[src/rtl/quad_encoder_emulator.sv]
// Quadrature A/B generator driven by a commanded edge period and direction, with a signed position count.
// Define QUAD_ENCODER_INDEX_EN to add the enc_z index output (one phase state per CPR edges).
module quad_encoder_emulator #(
    parameter int DIV_W      = 24,
    parameter int MIN_PERIOD = 2500,
    parameter int POS_W      = 36,
    parameter int CPR        = 1200
) (
    input  logic                    clk,
    input  logic                    reset,
    input  logic                    cmd_valid,
    input  logic [DIV_W-1:0]        cmd_period,
    input  logic                    cmd_dir,
    input  logic                    cmd_en,
    output logic                    cmd_ack,
    output logic                    enc_a,
    output logic                    enc_b,
    output logic                    step,
    output logic signed [POS_W-1:0] position,
`ifdef QUAD_ENCODER_INDEX_EN
    output logic                    enc_z,
`endif
    output logic                    running
);

    if (CPR < 2 || MIN_PERIOD < 1) begin : g_param_check
        $error("quad_encoder_emulator: CPR must be >= 2 and MIN_PERIOD >= 1");
    end

    typedef enum logic [0:0] {
        S_IDLE = 1'b0,
        S_RUN  = 1'b1
    } state_t;

    state_t                  state_q, state_d;
    logic [DIV_W-1:0]        div_q, div_d;
    logic [1:0]              phase_q, phase_d;
    logic signed [POS_W-1:0] pos_q, pos_d;
    logic [DIV_W-1:0]        act_period_q, act_period_d;
    logic                    act_dir_q, act_dir_d;
    logic                    pend_valid_q, pend_valid_d;
    logic [DIV_W-1:0]        pend_period_q, pend_period_d;
    logic                    pend_dir_q, pend_dir_d;
    logic                    pend_en_q, pend_en_d;

    logic                    terminal;
    logic                    apply;
    logic                    pend_go;
    logic [DIV_W-1:0]        pend_eff;

    function automatic logic [DIV_W-1:0] eff_period(input logic [DIV_W-1:0] p);
        if (p != '0 && p < DIV_W'(MIN_PERIOD)) begin
            return DIV_W'(MIN_PERIOD);
        end
        return p;
    endfunction

    always_ff @(posedge clk or posedge reset) begin
        if (reset) begin
            state_q       <= S_IDLE;
            div_q         <= '0;
            phase_q       <= 2'b00;
            pos_q         <= '0;
            act_period_q  <= '0;
            act_dir_q     <= 1'b0;
            pend_valid_q  <= 1'b0;
            pend_period_q <= '0;
            pend_dir_q    <= 1'b0;
            pend_en_q     <= 1'b0;
        end else begin
            state_q       <= state_d;
            div_q         <= div_d;
            phase_q       <= phase_d;
            pos_q         <= pos_d;
            act_period_q  <= act_period_d;
            act_dir_q     <= act_dir_d;
            pend_valid_q  <= pend_valid_d;
            pend_period_q <= pend_period_d;
            pend_dir_q    <= pend_dir_d;
            pend_en_q     <= pend_en_d;
        end
    end

    // A pending command is only taken at an edge boundary, or straight away from IDLE.
    always_comb begin
        terminal = (state_q == S_RUN) && (div_q == '0);
        apply    = pend_valid_q && ((state_q == S_IDLE) || terminal);
        pend_go  = pend_en_q && (pend_period_q != '0);
        state_d  = state_q;
        if (apply) begin
            state_d = pend_go ? S_RUN : S_IDLE;
        end
    end

    always_comb begin
        cmd_ack  = apply;
        step     = terminal;
        running  = (state_q == S_RUN);
        enc_a    = phase_q[1];
        enc_b    = phase_q[0];
        position = pos_q;
    end

    always_comb begin
        pend_eff      = eff_period(pend_period_q);
        div_d         = (state_q == S_RUN) ? div_q - DIV_W'(1) : '0;
        phase_d       = phase_q;
        pos_d         = pos_q;
        act_period_d  = act_period_q;
        act_dir_d     = act_dir_q;
        pend_valid_d  = pend_valid_q;
        pend_period_d = pend_period_q;
        pend_dir_d    = pend_dir_q;
        pend_en_d     = pend_en_q;

        // The boundary edge always uses the direction that was active before any new command.
        if (terminal) begin
            if (act_dir_q) begin
                phase_d = {~phase_q[0], phase_q[1]};
                pos_d   = pos_q - POS_W'(1);
            end else begin
                phase_d = {phase_q[0], ~phase_q[1]};
                pos_d   = pos_q + POS_W'(1);
            end
            div_d = act_period_q - DIV_W'(1);
        end

        if (apply) begin
            act_period_d = pend_eff;
            act_dir_d    = pend_dir_q;
            div_d        = pend_go ? pend_eff - DIV_W'(1) : '0;
        end

        if (cmd_valid) begin
            pend_valid_d  = 1'b1;
            pend_period_d = cmd_period;
            pend_dir_d    = cmd_dir;
            pend_en_d     = cmd_en;
        end else if (apply) begin
            pend_valid_d  = 1'b0;
        end
    end

`ifdef QUAD_ENCODER_INDEX_EN
    localparam int IDX_W = (CPR > 1) ? $clog2(CPR) : 1;

    logic [IDX_W-1:0] idx_q, idx_d;
    logic             z_q, z_d;

    always_ff @(posedge clk or posedge reset) begin
        if (reset) begin
            idx_q <= '0;
            z_q   <= 1'b0;
        end else begin
            idx_q <= idx_d;
            z_q   <= z_d;
        end
    end

    always_comb begin
        idx_d = idx_q;
        z_d   = z_q;
        if (terminal) begin
            if (!act_dir_q) begin
                idx_d = (idx_q == IDX_W'(CPR - 1)) ? '0 : idx_q + IDX_W'(1);
            end else begin
                idx_d = (idx_q == '0) ? IDX_W'(CPR - 1) : idx_q - IDX_W'(1);
            end
            z_d = (idx_d == '0);
        end
    end

    assign enc_z = z_q;
`endif

endmodule
[config.mk]
export PLATFORM = sky130hd
export DESIGN_NAME = quad_encoder_emulator
export DESIGN_NICKNAME = d
export VERILOG_FILES = /design/src/rtl/quad_encoder_emulator.sv
export SDC_FILE = /design/constraint.sdc
export NUM_CORES = 1
export LEC_CHECK = 0
export ABC_CLOCK_PERIOD_IN_PS = 5200
export CELL_PAD_IN_SITES_DETAIL_PLACEMENT = 1
export CELL_PAD_IN_SITES_GLOBAL_PLACEMENT = 1
export CORE_MARGIN = 2
export CORE_UTILIZATION = 54
export CTS_CLUSTER_SIZE = 10
export DETAILED_ROUTE_END_ITERATION = 8
export DONT_BUFFER_PORTS = 1
export PLACE_DENSITY = 0.85
export SETUP_SLACK_MARGIN = 0.02
export SYNTH_ARGS = -nofsm -noshare
export SYNTH_HDL_FRONTEND = slang
export SYNTH_SLANG_ARGS = --single-unit
[constraint.sdc]
create_clock -name clk -period 5.2 [get_ports clk]
set_input_delay 0 -clock clk [delete_from_list [all_inputs] [get_ports clk]]
set_output_delay 0 -clock clk [all_outputs]
set_load 0.02 [all_outputs]
=== After elaboration in Yosys (flattened, before gate mapping) ===
Index checks and enable logic that the tools add are counted.

* Register bits: 115
* Input bits: 29

* Add/sub/neg operators: 5
* $lt $le $gt $ge: 1
* Multiplexer cells: 12
* Bitwise logic cells: 3
* Reductions and logical operators: 8

{| class="wikitable"
|+ Operators by type and width
! operator !! number
|-
| $mux W24 || 6
|-
| $sub A24 B1 Y24 const B || 3
|-
| $add A36 B2 Y36 const B || 1
|-
| $mux W36 || 1
|-
| $sub A36 B2 Y36 const B || 1
|-
| $logic_not A24 Y1 || 1
|-
| $lt A24 B12 Y1 const B || 1
|-
| $reduce_bool A24 Y1 || 1
|-
| $logic_and A1 B1 Y1 || 4
|-
| $mux W1 || 4
|-
| $not A1 Y1 || 3
|-
| $mux W2 || 1
|-
| $reduce_bool A2 Y1 || 1
|-
| $logic_or A1 B1 Y1 || 1
|}

=== Longest topological paths before layout ===
Gate-level depths: netlist (run 1).

* Depth in word-level cells: 7
* Gate-level depth with buffers: 14
* Depth with buffers taken out: 14

=== Worst setup path after synthesis (run 1) ===
Ideal clock, no wire load.

* Path type: flip-flop to flip-flop
* Start point: register pend_period_q[16]
* End point: register div_q[22]
* Library setup time: 127 ps
* Data arrival time: 3306 ps
* Data required time: 5073 ps
* Slack: 1767 ps
* Cell stages (with the launch flop): 14
* Period minus slack after synthesis: 3433 ps
* Path through: dfrtp_1 or4_1 nor4_1 nand4_2 nand2_1 ha_1 nand3_1 or3_1 nor2_1 nand3_2 or2_4 nor4_4 xnor2_1 o21ai_1

* Cells in the longest elaborated chain, start to end: 7
* Elaborated cells between the ends (all ways): 9
* Those cells by class: add/sub: 1; order compare: 1; mux: 4; reduce/logical: 3

{| class="wikitable"
|+ RTL lines
! element !! RTL line !! RTL
|-
| start, declared || 42 || <nowiki>logic [DIV_W-1:0] pend_period_q, pend_period_d;</nowiki>
|-
| start signal, assigned || 78 || <nowiki>pend_period_q <= pend_period_d;</nowiki>
|-
| $lt A24 B12 Y1 / $reduce_bool A24 Y1 (equally long branches) || 52, 88 ||
|-
| $logic_and A1 B1 Y1 || 52 || <nowiki>if (p != '0 && p < DIV_W'(MIN_PERIOD)) begin</nowiki>
|-
| $mux W1 || 52 ||
|-
| $mux W24 || 55 || <nowiki>return p;</nowiki>
|-
| $sub A24 B1 Y24 || 131 || <nowiki>div_d = pend_go ? pend_eff - DIV_W'(1) : '0;</nowiki>
|-
| $mux W24 (*) || 131 ||
|-
| $mux W24 (*) || 128 || <nowiki>if (apply) begin</nowiki>
|-
| named net div_d[22] || 36 || <nowiki>logic [DIV_W-1:0] div_q, div_d;</nowiki>
|-
| end signal, assigned || 72 || <nowiki>div_q <= div_d;</nowiki>
|-
| end, declared || 36 ||
|}

Mark *: on every way through the listed nets, which the timed path passes. The rest lies on a longest branch.
A chain may end at the register's enable or synchronous reset.

=== Worst setup path after layout (run 1) ===
Ends and elaborated chain as after synthesis.

==> out/metrics.yaml, run 1 <==
remaining_drc_errors: 0
drt_iter0_markers: 662
synth_most_common_cell: "nand2_1"
power_frac_seq_pct: 33.3
io_buffers: 0
fin_skew_ps: 16.6
postRouteAntennaNets: 0
combPwrFrac_pct: 45.9
finalWeightedCongestion: 0.956
antenna_found_initial: 0
switching_share_pct: 46.9
via_per_inst: 6.34
worstSetupStartpointType: "flop"
p_clk_share_pct: 20.8
diodes: 0
finalSetupViolations: 0
maxSlewHeadroom_pct: 27.8
cts_buffer_depth: 2
timing_worst_setup_path_type: "flop to flop"
synth-simple-area-share_pct: 18.9
grt_pass1_vias: 7080
insertion_delay_ps: 440
peakVddDrop_mv: 0.314
leakage_nw: 3.88
fillers: 1478
synth_edf_count: 0
initial_core_util_pct: 55.3
synth.top_cell.area_share_pct: 39.1
ys_types: 68
cts.sinks: 115
die_w_um: 121
reg2regPathDepth: 13
cp_data_required_time_ps: 5480
cts_tree: "built"
synthArstFlopShare_pct: 100
grt_max_degree: 73
tightest_slew_ps: 1080
synth-xor-area-share_pct: 11.1
synth_area_leaders: "dfrtp_1 39%, nand2_1 6.6%, ha_1 6.3%"
p_total_mw: 5.57
synth_largest_area_cell: "dfrtp_1"
cts_resized: 0
powerDensity_mw_per_mm2: 648
synthCells: 804
detail_route.wl_per_cell_um: 23.2
rsz0062_at_grt: "false"
min_path_type: "primary input to asynchronous set/reset pin"
crit_path_max_incr_delay_ps: 710
gr-total-overflow: 0
fmax_mhz: 217
p_sw_mw: 2.61
synth_mux_area_share_pct: 4.29
period_share_pct: 88.7
synth-adder-area-share_pct: 6.57
ys_seq_area_share_pct: 39.1
ys.flop_type: "dfrtp_1"
htreeDepth: 4
drt-total-wl_um: 24200
hold_buffers: 55
min_period_ps: 4610
crit_path_max_fanout: 9
clkTransAtPathRegs_ps: 60
p_int_mw: 2.96
syn_area_per_cell_um2: 9.15
postCtsSetupBuffers: 0
synth_top_family_by_area: "simple AND/OR/NAND/NOR gates"
ys_ff_latch: 115
crit_arrival_ps: 4890
slew_viol_final: 0
grt_pass1_wl_um: 38800
cp_top_family: "simple AND/OR/NAND/NOR gates"
design.core.area_mm2: 0.0133
dieArea_mm2: 0.0146
yosys_warnings: 0
postSynthNetCount: 871
synth_compound_area_share_pct: 17.3
synth_area_mm2: 0.00736
die_h_um: 121
setup_tns_ps: 0
firstDrtPassIters: 5
io_pins: 70
cp_slowest_cell: "or4_1"
cts_buffers: 17
synth_common_cells: "129 x nand2_1, 115 x dfrtp_1, 67 x o21ai_0"
multiInputGateArea_mm2: 0.00428
cp-end-kind: "flop"
status: "finished, final reports clean"
worst-path-buf-inv: 0
grt_usage_pct: 34.6
worst-path-stages: 13
syn_to_final_growth_pct: 16.9
vias: 6602
drive_above_1_share_pct: 9.70
maxCapViolCount: 0
hold_viol_final: 0
hpwl_um: 13900
register_area_mm2: 0.00288
final_nets: 920
path_cells: "or4_1, nor4_1, nand4_2, nand2_1, ha_1, nand3_1, or3_1, nor2_1, nand3_2, or2_4, nor4_4, xnor2_1, o21ai_1"
rows: 42
root_buffer: "clkbuf_16"
==> layer usage <==
layer / wire, um / global-route usage (%)
met1: 9730 / 41.6
met2: 12300 / 60.3
met3: 1350 / 7.03
met4: 782 / 14.2
met5: 0 / 0
==> area by class of cell <==
cell class / count / area share, %
clock buffer: 22 / 5.28
timing repair buffer: 58 / 6.78
inverter: 19 / 0.873
tap: 176 / 2.56
sequential: 115 / 33.5
clock inverter: 10 / 1.27
multi-input combinational: 642 / 49.8
==> state kept, by name (all words and copies together), names as in the netlist <==
signal         flops
act_period_q      24
position          36
act_dir_q          1
div_q             24
pend_valid_q       1
pend_dir_q         1
phase_q            2
running            1
pend_period_q     24
pend_en_q          1
==> cells in the final DEF (no fill, tap or decap), drive strengths merged, types with 3 or more instances in the layout <==
master / n
nand2: 131
dfrtp: 115
o21ai: 75
dlygate4sd3: 54
xor2: 52
nor2: 44
xnor2: 41
a21oi: 39
ha: 37
mux2: 28
nor3: 26
clkbuf: 22
nand3: 18
inv: 18
nor4: 17
a22oi: 15
a21o: 14
o22ai: 9
o21a: 8
or4: 8
or3: 7
a31oi: 7
clkinv: 7
or2: 5
nor2b: 4
and4: 4
and3: 4
o41ai: 4
buf: 4
o31ai: 3
and2: 3
nand2b: 3
o21bai: 3
nand4: 3
==> cell families (layout without fill, tap and decap cells) <==
kind of cell / Yosys count / in the layout
adder cells (fa/ha/maj): 38 / 38
XOR/XNOR: 93 / 93
AND/OR/NAND/NOR: 281 / 281
flip-flops: 115 / 115
multiplexers: 28 / 28
buffers and inverters: 47 / 109
AO/OA/AOI/OAI: 202 / 202
==> metrics by stage <==
stage	worst slack, ps	instances	cell area (um2)	hold slack [ps]	utilization, %
2_1_floorplan	1770	804	7360	152	-
3_3_place_gp	1390	955	7470	102	56.2
3_5_place_dp	1250	955	7470	105	56.2
4_1_cts	1160	1042	8600	302	64.7
5_1_grt	412	1042	8600	365	64.7
6_report	587	1042	8600	278	64.7
==> power by group through the flow <==
stage | combinational (mW) | sequential [mW] | clock (mW)
finish | 2.56 | 1.85 | 1.16
global route | 2.82 | 1.89 | 1.20
CTS | 2.45 | 1.82 | 1.14
detailed placement | 2.36 | 1.83 | 0
global placement | 2.23 | 1.80 | 0
floorplan | 1.86 | 1.73 | 0
==> worst paths after layout <==
| path | slack, ps | to | start |
|---|---|---|---|
| hold reg to reg | 550 | act_dir_q$_DFFE_PP0P_ | pend_dir_q$_DFFE_PP0P_ |
| setup / recovery | 590 | div_q[22]$_DFF_PP0_ | pend_period_q[16]$_DFFE_PP0P_ |
| hold / removal | 280 | act_period_q[8]$_DFFE_PP0P_ | reset |
| max in group asynchronous | 3770 | div_q[12]$_DFF_PP0_ | reset |
| setup reg to reg | 590 | div_q[22]$_DFF_PP0_ | pend_period_q[16]$_DFFE_PP0P_ |
| min in group clk | 440 | pend_valid_q$_DFFE_PP0P_ | cmd_valid |
Power figures use the tool's default switching activity.
==> run 2, diff against run 1 <==
Settings changed: PLACE_DENSITY 0.85 to not set, PLACE_DENSITY_LB_ADDON set to 0.1.
==> run 2 against run 1 <==
Net effect:
- final cell count is the same
- count of clock-buffer cells in the layout did not move
- combinational power grew 2%
- hold slack lost 130 ps
- critical path depth unchanged
- flip-flop and latch count unchanged
- global-route usage is 1.7 points higher
- via count grew 2.5%
- die area is the same
- register-to-register slack got worse by 30 ps
- utilization rose by 0.91 points
- total power rose by 5.3%
==> out/metrics.yaml, run 2 (synthesis gave the netlist of run 1 again) <==
crit_path_max_incr_delay_ps: 710  # about the same
detail_route.wl_per_cell_um: 24.2  # was 23.2 um
final_nets: 920  # unchanged
timing.hold.ws_ps: 144  # was 278 ps
via_per_inst: 6.49  # was 6.34
io_pins: 70  # unchanged
postRouteAntennaNets: 0  # unchanged
leakage_nw: 3.95  # was 3.88 nW
gr-total-overflow: 0  # unchanged
drt_iter0_markers: 627  # was 662
reg2regPathDepth: 13  # unchanged
crit_path_max_fanout: 9  # unchanged
min_period_ps: 4640  # was 4610 ps
p_total_mw: 5.86  # was 5.57 mW
cts_tree: "built"  # unchanged
cts.sinks: 115  # unchanged
fmax_mhz: 216  # was 217 MHz
hpwl_um: 13900  # about the same
path_cells: "or4_1, nor4_1, nand4_2, nand2_1, ha_1, nand3_1, or3_1, nor2_1, nand3_2, or2_4, nor4_4, xnor2_1, o21ai_1"  # unchanged
combPwrFrac_pct: 44.5  # was 45.9%
maxSlewHeadroom_pct: 20.2  # was 27.8%
maxCapViolCount: 0  # unchanged
finalSetupViolations: 0  # unchanged
diodes: 0  # unchanged
p_clk_share_pct: 23.8  # was 20.8%
rsz0062_at_grt: "false"  # unchanged
drt-total-wl_um: 25200  # was 24200 um
grt_pass1_vias: 7288  # was 7080
drive_above_1_share_pct: 10.0  # was 9.70%
cts_buffers: 17  # unchanged
cts_buffer_depth: 2  # unchanged
antenna_found_initial: 0  # unchanged
r2r_end: "div_q[22]$_DFF_PP0_"  # unchanged
htreeDepth: 4  # unchanged
root_buffer: "clkbuf_16"  # unchanged
design.core.area_mm2: 0.0133  # unchanged
worstSetupStartpointType: "flop"  # unchanged
timing.rr.start: "pend_period_q[16]$_DFFE_PP0P_"  # unchanged
cp_slowest_cell: "or4_1"  # unchanged
remaining_drc_errors: 0  # unchanged
powerDensity_mw_per_mm2: 672  # was 648 mW/mm2
die_h_um: 121  # unchanged
setup_tns_ps: 0  # unchanged
p_int_mw: 3.19  # was 2.96 mW
hold_buffers: 55  # unchanged
rrSetupSlack_ps: 560  # was 590 ps
post-place-cells: 955  # unchanged
syn_to_final_growth_pct: 18.5  # was 16.9%
period_share_pct: 89.2  # was 88.7%
hold_viol_final: 0  # unchanged
firstDrtPassIters: 5  # unchanged
status: "finished, final reports clean"  # unchanged
cp-end-kind: "flop"  # unchanged
power_frac_seq_pct: 31.7  # was 33.3%
finalWeightedCongestion: 0.939  # was 0.956
cp_data_required_time_ps: 5490  # was 5480 ps
grt_usage_pct: 36.3  # was 34.6%
instances_no_fill: 1042  # unchanged
timing_worst_setup_path_type: "flop to flop"  # unchanged
min_path_type: "primary input to asynchronous set/reset pin"  # unchanged
vias: 6764  # was 6602
crit_arrival_ps: 4930  # was 4890 ps
peakVddDrop_mv: 0.247  # was 0.314 mV
largest_register_ff_count: 36  # unchanged
setup_ws_ps: 561  # was 587 ps
fin_skew_ps: 8.92  # was 16.6 ps
rows: 42  # unchanged
cts_resized: 0  # unchanged
dieArea_mm2: 0.0146  # unchanged
pre_cts_slack_ps: 1240  # was 1250 ps
initial_core_util_pct: 55.3  # unchanged
tightest_slew_ps: 1190  # was 1080 ps
postCtsSetupBuffers: 0  # unchanged
switching_share_pct: 45.5  # was 46.9%
clkTransAtPathRegs_ps: 60  # about the same
io_buffers: 0  # unchanged
grt_pass1_wl_um: 40700  # was 38800 um
grt_max_degree: 66  # was 73
final_common_cell: "nand2_1"  # unchanged
mostFrequentLayoutCells: "128 x nand2_1, 115 x dfrtp_1, 67 x o21ai_0"  # unchanged
die_w_um: 121  # unchanged
p_sw_mw: 2.67  # was 2.61 mW
insertion_delay_ps: 430  # was 440 ps
slew_viol_final: 0  # unchanged
[run 2: cell type report]
| class | count | area (um2) |
|---|---|---|
| Fill cell | 1461 | 4580 |
| Multi-Input combinational cell | 642 | 4280 |
| Sequential cell | 115 | 2880 |
| Timing Repair Buffer | 58 | 583 |
| Clock buffer | 22 | 484 |
| Tap cell | 176 | 220 |
| Clock inverter | 10 | 200 |
| Inverter | 19 | 75.1 |
[run 2: how the worst max path moves through the flow]
| stage | start | to |
|---|---|---|
| global route | pend_period_q[16]$_DFFE_PP0P_ | div_q[22]$_DFF_PP0_ |
| finish | pend_period_q[16]$_DFFE_PP0P_ | div_q[22]$_DFF_PP0_ |
| CTS | pend_period_q[16]$_DFFE_PP0P_ | div_q[22]$_DFF_PP0_ |
| global placement | pend_period_q[16]$_DFFE_PP0P_ | div_q[20]$_DFF_PP0_ |
| floorplan | pend_period_q[16]$_DFFE_PP0P_ | div_q[22]$_DFF_PP0_ |
| detailed placement | pend_period_q[16]$_DFFE_PP0P_ | div_q[22]$_DFF_PP0_ |
[run 2: metal layers]
metal	wire length, um	track usage, %
met2	12600	61.8
met5	0	0
met1	10100	43.8
met4	1010	17.8
met3	1460	7.36
[run 2: critical path, delay by kind of cell, from the launching register on]
family | cells | cell delay, ps
compound gates | 1 | 100
fa+ha+maj | 1 | 270
simple gates | 10 | 3440
flops | 1 | 470
xor+xnor | 1 | 210
[run 2: metrics by stage]
step / util (%) / cell area, um2
detailed placement: 56.2 / 7470
global route: 65.6 / 8720
finish: 65.6 / 8720
floorplan: - / 7360
global placement: 56.2 / 7470
CTS: 65.6 / 8720
[run 2: power groups by stage]
stage,clock [mW],combinational (mW),sequential [mW]
2_1_floorplan,0,1.86,1.73
4_1_cts,1.38,2.48,1.83
6_report,1.40,2.61,1.86
3_5_place_dp,0,2.36,1.83
3_3_place_gp,0,2.24,1.79
5_1_grt,1.43,2.86,1.90
